## config.mk

```make
export PLATFORM = sky130hd
export DESIGN_NAME = controller_decode_reg
export DESIGN_NICKNAME = d
export VERILOG_FILES = /design/src/rtl/controller_decode_reg_pkg.sv /design/src/rtl/controller_decode_reg_comb.sv /design/src/rtl/controller_decode_reg.sv
export SDC_FILE = /design/constraint.sdc
export NUM_CORES = 1
export LEC_CHECK = 0
export CORE_MARGIN = 2
export CORE_UTILIZATION = 43
export DETAILED_ROUTE_END_ITERATION = 8
export GPL_TIMING_DRIVEN = 1
export PLACE_DENSITY = 0.76
export SETUP_SLACK_MARGIN = 0.02
export SLEW_MARGIN = 20
export SYNTH_ARGS = -nofsm -noshare
export SYNTH_HDL_FRONTEND = slang
export SYNTH_SLANG_ARGS = --single-unit
```

## constraint.sdc

```tcl
create_clock -name Clk -period 0.8 [get_ports Clk]
set_input_delay 0.08 -clock Clk [delete_from_list [all_inputs] [get_ports Clk]]
set_output_delay 0.08 -clock Clk [all_outputs]
set_load 0.05 [all_outputs]
```

## src/rtl/controller_decode_reg_pkg.sv

```systemverilog
// Shared encodings for the ID-stage main control unit: opcodes, control codes,
// bundle field positions and helpers that pack fields into EX/M/WB bundles.
package controller_decode_reg_pkg;

  localparam logic [5:0] OP_RTYPE    = 6'b000000;
  localparam logic [5:0] OP_REGIMM   = 6'b000001;
  localparam logic [5:0] OP_J        = 6'b000010;
  localparam logic [5:0] OP_JAL      = 6'b000011;
  localparam logic [5:0] OP_BEQ      = 6'b000100;
  localparam logic [5:0] OP_BNE      = 6'b000101;
  localparam logic [5:0] OP_BLEZ     = 6'b000110;
  localparam logic [5:0] OP_BGTZ     = 6'b000111;
  localparam logic [5:0] OP_ADDI     = 6'b001000;
  localparam logic [5:0] OP_SLTI     = 6'b001010;
  localparam logic [5:0] OP_ANDI     = 6'b001100;
  localparam logic [5:0] OP_ORI      = 6'b001101;
  localparam logic [5:0] OP_XORI     = 6'b001110;
  localparam logic [5:0] OP_SPECIAL2 = 6'b011100;
  localparam logic [5:0] OP_LB       = 6'b100000;
  localparam logic [5:0] OP_LH       = 6'b100001;
  localparam logic [5:0] OP_LW       = 6'b100011;
  localparam logic [5:0] OP_SB       = 6'b101000;
  localparam logic [5:0] OP_SH       = 6'b101001;
  localparam logic [5:0] OP_SW       = 6'b101011;

  localparam logic [3:0] ALU_ADD   = 4'b0000;
  localparam logic [3:0] ALU_SUB   = 4'b0001;
  localparam logic [3:0] ALU_RTYPE = 4'b0010;
  localparam logic [3:0] ALU_SLT   = 4'b0011;
  localparam logic [3:0] ALU_AND   = 4'b0100;
  localparam logic [3:0] ALU_OR    = 4'b0101;
  localparam logic [3:0] ALU_XOR   = 4'b0110;
  localparam logic [3:0] ALU_SP2   = 4'b0111;
  localparam logic [3:0] ALU_SIGN  = 4'b1000;
  localparam logic [3:0] ALU_JUMP  = 4'b1111;

  localparam logic [1:0] RD_RT = 2'b00;
  localparam logic [1:0] RD_RD = 2'b01;
  localparam logic [1:0] RD_RA = 2'b10;

  localparam logic [1:0] MTR_ALU = 2'b00;
  localparam logic [1:0] MTR_MEM = 2'b01;
  localparam logic [1:0] MTR_PC8 = 2'b10;

  localparam logic [1:0] SZ_WORD = 2'b00;
  localparam logic [1:0] SZ_HALF = 2'b01;
  localparam logic [1:0] SZ_BYTE = 2'b10;

  localparam int EX_REGDST_LSB   = 7;
  localparam int EX_ALUSRC       = 6;
  localparam int EX_ALUOP_LSB    = 2;
  localparam int EX_ZEROEXT      = 1;
  localparam int EX_REGIMM       = 0;
  localparam int M_BRANCH        = 4;
  localparam int M_MEMREAD       = 3;
  localparam int M_MEMWRITE      = 2;
  localparam int M_SIZE_LSB      = 0;
  localparam int WB_REGWRITE     = 3;
  localparam int WB_MEMTOREG_LSB = 1;
  localparam int WB_SIGNEDLOAD   = 0;

  function automatic logic [8:0] pack_ex(input logic [1:0] reg_dst, input logic alu_src,
                                         input logic [3:0] alu_op, input logic zero_ext,
                                         input logic reg_imm);
    logic [8:0] ex;
    ex = '0;
    ex[EX_REGDST_LSB +: 2] = reg_dst;
    ex[EX_ALUSRC]          = alu_src;
    ex[EX_ALUOP_LSB +: 4]  = alu_op;
    ex[EX_ZEROEXT]         = zero_ext;
    ex[EX_REGIMM]          = reg_imm;
    return ex;
  endfunction

  function automatic logic [4:0] pack_m(input logic branch, input logic mem_read,
                                        input logic mem_write, input logic [1:0] size);
    logic [4:0] m;
    m = '0;
    m[M_BRANCH]        = branch;
    m[M_MEMREAD]       = mem_read;
    m[M_MEMWRITE]      = mem_write;
    m[M_SIZE_LSB +: 2] = size;
    return m;
  endfunction

  function automatic logic [3:0] pack_wb(input logic reg_write, input logic [1:0] mem_to_reg,
                                         input logic signed_load);
    logic [3:0] wb;
    wb = '0;
    wb[WB_REGWRITE]          = reg_write;
    wb[WB_MEMTOREG_LSB +: 2] = mem_to_reg;
    wb[WB_SIGNEDLOAD]        = signed_load;
    return wb;
  endfunction

endpackage

```

## src/rtl/controller_decode_reg_comb.sv

```systemverilog
// Pure combinational opcode decode into the next EX/M/WB/ID control bundles.
// Unlisted opcodes fall through to the all-zero NOP bundle.
module controller_decode_reg_comb
  import controller_decode_reg_pkg::*;
(
  input  logic [5:0] op_code,
  output logic [8:0] ex,
  output logic [4:0] m,
  output logic [3:0] wb,
  output logic       id
);

  always_comb begin
    ex = '0;
    m  = '0;
    wb = '0;
    id = 1'b0;
    case (op_code)
      OP_RTYPE:    begin ex = pack_ex(RD_RD, 1'b0, ALU_RTYPE, 1'b0, 1'b0); wb = pack_wb(1'b1, MTR_ALU, 1'b0); end
      OP_SPECIAL2: begin ex = pack_ex(RD_RD, 1'b0, ALU_SP2, 1'b0, 1'b0);   wb = pack_wb(1'b1, MTR_ALU, 1'b0); end
      OP_REGIMM:   begin ex = pack_ex(RD_RT, 1'b0, ALU_SIGN, 1'b0, 1'b1);  m = pack_m(1'b1, 1'b0, 1'b0, SZ_WORD); end
      OP_J:        begin ex = pack_ex(RD_RT, 1'b0, ALU_JUMP, 1'b0, 1'b0);  id = 1'b1; end
      OP_JAL: begin
        ex = pack_ex(RD_RA, 1'b0, ALU_JUMP, 1'b0, 1'b0);
        wb = pack_wb(1'b1, MTR_PC8, 1'b0);
        id = 1'b1;
      end
      OP_BEQ, OP_BNE:   begin ex = pack_ex(RD_RT, 1'b0, ALU_SUB, 1'b0, 1'b0);  m = pack_m(1'b1, 1'b0, 1'b0, SZ_WORD); end
      OP_BLEZ, OP_BGTZ: begin ex = pack_ex(RD_RT, 1'b0, ALU_SIGN, 1'b0, 1'b0); m = pack_m(1'b1, 1'b0, 1'b0, SZ_WORD); end
      OP_ADDI: begin ex = pack_ex(RD_RT, 1'b1, ALU_ADD, 1'b0, 1'b0); wb = pack_wb(1'b1, MTR_ALU, 1'b0); end
      OP_SLTI: begin ex = pack_ex(RD_RT, 1'b1, ALU_SLT, 1'b0, 1'b0); wb = pack_wb(1'b1, MTR_ALU, 1'b0); end
      OP_ANDI: begin ex = pack_ex(RD_RT, 1'b1, ALU_AND, 1'b1, 1'b0); wb = pack_wb(1'b1, MTR_ALU, 1'b0); end
      OP_ORI:  begin ex = pack_ex(RD_RT, 1'b1, ALU_OR, 1'b1, 1'b0);  wb = pack_wb(1'b1, MTR_ALU, 1'b0); end
      OP_XORI: begin ex = pack_ex(RD_RT, 1'b1, ALU_XOR, 1'b1, 1'b0); wb = pack_wb(1'b1, MTR_ALU, 1'b0); end
      // Loads and stores all compute the address as base + sign-extended offset.
      OP_LW: begin ex = pack_ex(RD_RT, 1'b1, ALU_ADD, 1'b0, 1'b0); m = pack_m(1'b0, 1'b1, 1'b0, SZ_WORD); wb = pack_wb(1'b1, MTR_MEM, 1'b1); end
      OP_LH: begin ex = pack_ex(RD_RT, 1'b1, ALU_ADD, 1'b0, 1'b0); m = pack_m(1'b0, 1'b1, 1'b0, SZ_HALF); wb = pack_wb(1'b1, MTR_MEM, 1'b1); end
      OP_LB: begin ex = pack_ex(RD_RT, 1'b1, ALU_ADD, 1'b0, 1'b0); m = pack_m(1'b0, 1'b1, 1'b0, SZ_BYTE); wb = pack_wb(1'b1, MTR_MEM, 1'b1); end
      OP_SW: begin ex = pack_ex(RD_RT, 1'b1, ALU_ADD, 1'b0, 1'b0); m = pack_m(1'b0, 1'b0, 1'b1, SZ_WORD); end
      OP_SH: begin ex = pack_ex(RD_RT, 1'b1, ALU_ADD, 1'b0, 1'b0); m = pack_m(1'b0, 1'b0, 1'b1, SZ_HALF); end
      OP_SB: begin ex = pack_ex(RD_RT, 1'b1, ALU_ADD, 1'b0, 1'b0); m = pack_m(1'b0, 1'b0, 1'b1, SZ_BYTE); end
      default: ;
    endcase
  end

endmodule

```

## src/rtl/controller_decode_reg.sv

```systemverilog
// ID-stage main control: registers the decoded opcode bundles for the ID/EX path.
// Reset forces the all-zero NOP bundle asynchronously.
module controller_decode_reg
  import controller_decode_reg_pkg::*;
(
  input  logic       Clk,
  input  logic       Reset,
  input  logic [5:0] OpCode,
  output logic [8:0] EX,
  output logic [4:0] M,
  output logic [3:0] WB,
  output logic       ID
);

  logic [8:0] ex_p0;
  logic [4:0] m_p0;
  logic [3:0] wb_p0;
  logic       id_p0;
  logic [8:0] ex_p1;
  logic [4:0] m_p1;
  logic [3:0] wb_p1;
  logic       id_p1;

  controller_decode_reg_comb u_comb (
    .op_code (OpCode),
    .ex      (ex_p0),
    .m       (m_p0),
    .wb      (wb_p0),
    .id      (id_p0)
  );

  // p0 -> p1: decoded bundle captured every cycle, no enable or stall
  always_ff @(posedge Clk or negedge Reset) begin
    if (!Reset) begin
      ex_p1 <= '0;
      m_p1  <= '0;
      wb_p1 <= '0;
      id_p1 <= 1'b0;
    end else begin
      ex_p1 <= ex_p0;
      m_p1  <= m_p0;
      wb_p1 <= wb_p0;
      id_p1 <= id_p0;
    end
  end

  assign EX = ex_p1;
  assign M  = m_p1;
  assign WB = wb_p1;
  assign ID = id_p1;

endmodule

```

* Word-level counts from Yosys, hierarchy flattened
Cells that the tools add are included.
** Operators by class
- Equality and inequality tests :: 19
- Add/sub/neg operators :: 0
- Reduce and logical (&&, ||, !) cells :: 8
- Multiplexer cells :: 4
- Div/mod/pow operators :: 0
- Order comparisons :: 0
- Bitwise logic cells :: 0
- Shifts and indexed selects :: 0
- $mul :: 0
** Operators with widths (count)
- one-hot mux 9 bit (12 select lines) :: 1
- equality test 6 bit (second input constant) :: 6
- one-hot mux 5 bit (7 select lines) :: 1
- equality test 6 x 4 -> 1 bit (second input constant) :: 5
- equality test 6 x 3 -> 1 bit (second input constant) :: 4
- OR reduction 7 bit :: 2
- equality test 6 x 2 -> 1 bit (second input constant) :: 2
- one-hot mux 4 bit (3 select lines) :: 1
- equality test 6 x 1 -> 1 bit (second input constant) :: 1
- equality test 6 x 5 -> 1 bit (second input constant) :: 1
- logical NOT 6 bit :: 1
- OR reduction 2 bit :: 3
- OR reduction 5 bit :: 1
- OR reduction 3 bit :: 1
- two-way mux 1 bit :: 1
** Word-level totals
- Word-level logic and storage cells :: 35
- Bits in read-only memories :: 0
- Bits in latches :: 0
- Bits of input ports :: 8
- Memories kept :: 0
- Output and inout bits :: 19
- Register bits :: 19
- Bits in writable memories :: 0

* Depth between registers and ports, before layout
- Depth after elaboration :: 3
- Mapped depth :: 5
- Depth with buffers taken out :: 4

* By module
A second synthesis with hierarchy kept.
** Second synthesis, totals
- Cells, all modules :: 80
- Area total of the unflattened synthesis :: 863.3 µm²
** Modules (own cells, without submodules)
- controller_decode_reg :: seq. area each 475.5 µm², area an instance 475.5 µm², times used 1, cells each 19
- controller_decode_reg_comb :: seq. area each 0.0 µm², area an instance 387.9 µm², times used 1, cells each 61

* Worst setup path before layout
OpenSTA, ideal clock, no wires.
- Path type :: register to output
- Start :: register wb_p1[1] (netlist: WB[1])
- End :: output port WB[1]
- Buffers on the path :: 1
- Stages on the path, launching flop included :: 2
- Arrival :: 0.886 ns
- Data required time :: 0.720 ns
- Path slack :: -0.166 ns
- Cell sequence :: dfrtp_1 buf_4
** RTL lines
- from (decl) :: line controller_decode_reg.sv:21 : logic [3:0] wb_p1;
- from (signal assigned) :: line controller_decode_reg.sv:42 : wb_p1 <= wb_p0;
- to (decl) :: line controller_decode_reg.sv:11 : output logic [3:0] WB,
No word-level cell between the ends.

* Worst setup path after layout
- Start :: register wb_p1[1] (netlist: WB[1])
- End :: output port WB[1]
No word-level cell between the ends.

==> qor.yml <==
setup_path:
  worst_ep_required_time_ns: 0.72
  startpoint: "WB[1]"
  cp_max_fo: 2
  end_kind: "output port"
  cpPeakStageDelay_ns: 0.46
  path_delay_family: "flip-flops"
  slowest_stage: "dfrtp_2"
  start_kind: "flip-flop"
  path_buf_inv: 1
  critPathArrivalTime_ns: 0.92
  path_cells: "buf_12"
  critPathKind: "reg2out"
place:
  place_hpwl_um: 1810
  dpl.cell_count: 140
  pre_cts_slack_ns: -0.649
  gp_congestion: 0.874
  port_buffers: 26
grt:
  grt_overflow_total: 0
  grt_pass1_wl_um: 3710
  grt_pass1_vias: 765
  grtUsageTotal_pct: 26.1
  grt_max_degree: 19
  antenna_found_initial: 0
floorplan:
  num_rows: 15
  initial_core_util_pct: 45.8
  dieArea_um2: 2220
  core_area_um2: 1750
  boundaryPins: 27
  die_y_um: 47.1
  die_w_um: 47.1
power_and_ir_drop:
  finalPower_w: 0.00205
  p_leak_nw: 0.660
  power_density_nw_per_um2: 1400
  peakVddDrop_mv: 1.36
route:
  wl_met3_um: 154
  drt_iter0_markers: 41
  wl_per_cell_um: 16.7
  drt-met1-wl_um: 843
  drt_first_pass_iters: 4
  top_layer: "met4"
  antenna_left: 0
  dr_total_vias: 798
  wl_um: 2410
  dr_wl_met2_um: 1320
  viasPerCell: 5.54
  drc_errors: 0
timing:
  max_slew_margin_pct: 77.7
  worst_slew_pin_slew_ns: 0.332
  maxSlewViolCount: 0
  hold_violations: 0
  fin_crit_sh_pct: 125
  hold_ws_ns: 0.0863
  timing.fmax_mhz: 1000
  setup_slack_ns: -0.198
  setup_viol: 19
  rsz0062_at_grt: "true"
  min_period_ns: 0.998
clock_network:
  cts_sinks: 18
  h-tree-depth: 1
  cts_hold_buf: 0
  post-cts-setup-buffers: 0
  root_buffer: "clkbuf_4"
  cts_tree: "built"
  numCtsBuffers: 3
  clockBufferDepth: 2
  path_clk_slew_ns: 0.10
synth:
  synth-edff-count: 0
  synthTopCellsByCount: "dfrtp_1 (18), nor2_1 (9), nand2_1 (7)"
  synth.avg_cell_area_um2: 10.1
  yosys-top-cells-area: "dfrtp_1 (56%), nor2_1 (4.2%), a21oi_1 (3.8%), nand2_1 (3.3%), nor4b_1 (3.3%)"
  synthFlopType: "dfrtp_1"
  syn_area_um2: 800
  synth_top_cell_by_area: "dfrtp_1"
  yosysTopAreaCellShare_pct: 56.3
  synthesis.instances: 79
  synth.distinct_cells: 29
  ys_seq_area_share_pct: 56.3
  yosys.cell_count.top_type: "dfrtp_1"
  async_flop_share_pct: 100
  synth-seq-cells: 18
  ys.warnings.count: 0
  syn_nets: 87
run:
  drv_cap: 0
cells_and_area:
  area_growth_pct: 83.3
  nNetsFinal: 128
  fillCellCount: 91
  drive_above_1_share_pct: 48.7
  final_cells: 144
  register_area_um2: 452
  antenna_cells: 0
  multi_input_area_um2: 347
outcome:
  status: "complete, but fails checks"
  violations: "negative setup slack"
min_path:
  hold-path-endpoint: "EX[6]"
  min-delay-start: "OpCode[2]"
  hp-class: "in2reg"
  whs_path_depth: 4
==> worst min-delay path, cell delays in order <==
cell	delay, ns
buf_4	0.12
nor2_1	0.05
nand2_1	0.05
a21oi_1	0.05
==> state kept, by name (all words and copies together), names as in the netlist <==
| register | count |
|---|---|
| EX | 9 |
| ID | 1 |
| WB | 3 |
| M | 5 |
==> power breakdown <==
part / internal (W) / switching [W] / total (W)
combinational: 0.000247 / 0.000282 / 0.000528
sequential: 0.000936 / 0.0000241 / 0.000960
clock: 0.000278 / 0.000283 / 0.000561
total: 0.00146 / 0.000589 / 0.00205
==> how the worst max path moves through the flow <==
stage	to	slack [ns]	depth (start not counted)
4_1_cts	WB[1]	-0.21	1
5_1_grt	WB[1]	-0.21	1
3_5_place_dp	WB[3]	-0.65	5
2_1_floorplan	WB[3]	-0.05	5
3_3_place_gp	WB[3]	-0.64	5
6_report	WB[1]	-0.20	1
==> per-layer routing <==
| metal | global-route usage [%] | vias to the layer above |
|---|---|---|
| li1 | - | 351 |
| met1 | 29.3 | 384 |
| met2 | 44.9 | 54 |
| met3 | 2.69 | 9 |
| met4 | 20.0 | 0 |
| met5 | 0 | - |
==> kinds of logic (layout without fill, tap and decap cells) <==
family / count (synthesis) / in the layout / share of synthesized area, %
simple gates: 33 / 33 / 21.8
flops: 18 / 18 / 56.3
compound gates: 17 / 17 / 13.6
buf+inv: 10 / 50 / 7.04
mux: 1 / 1 / 1.25
==> area by class of cell <==
type                       instances  share of cell area, %
tap                               25                   2.13
sequential                        18                   30.8
multi-input combinational         51                   23.7
timing repair buffer              43                   40.1
inverter                           3                  0.769
clock buffer                       4                   2.48
==> what timing repair did <==
| action | 4_1_cts | 5_1_grt |
|---|---|---|
| pin swaps | 5 | 4 |
| setup endpoints to repair | 37 | 29 |
| gates resized for setup | 26 | 9 |
==> stage by stage <==
step                      TNS (ns)  area [um^2]  utilization (%)
after floorplan            -0.0820          812                -
after global placement       -8.62         1400             80.1
after detailed placement     -9.56         1400             80.1
after CTS                    -3.10         1460             83.4
after global routing         -3.31         1470             83.9
final                        -2.88         1470             83.9
==> cells in the final DEF, fill, tap and decap left out, types with 2 or more instances in the layout <==
cell      netlist  routed
buf_2           3       2
a21oi_1         6       5
or3_4           0       2
nor4b_1         3       2
clkbuf_4        0       3
buf_12          0      21
nand3_1         2       2
nand2_1         7       7
a31oi_1         2       2
buf_4           2      15
dfrtp_1        18      17
nor2_1          9       8
inv_1           3       2
Power figures use the tool's default switching activity.
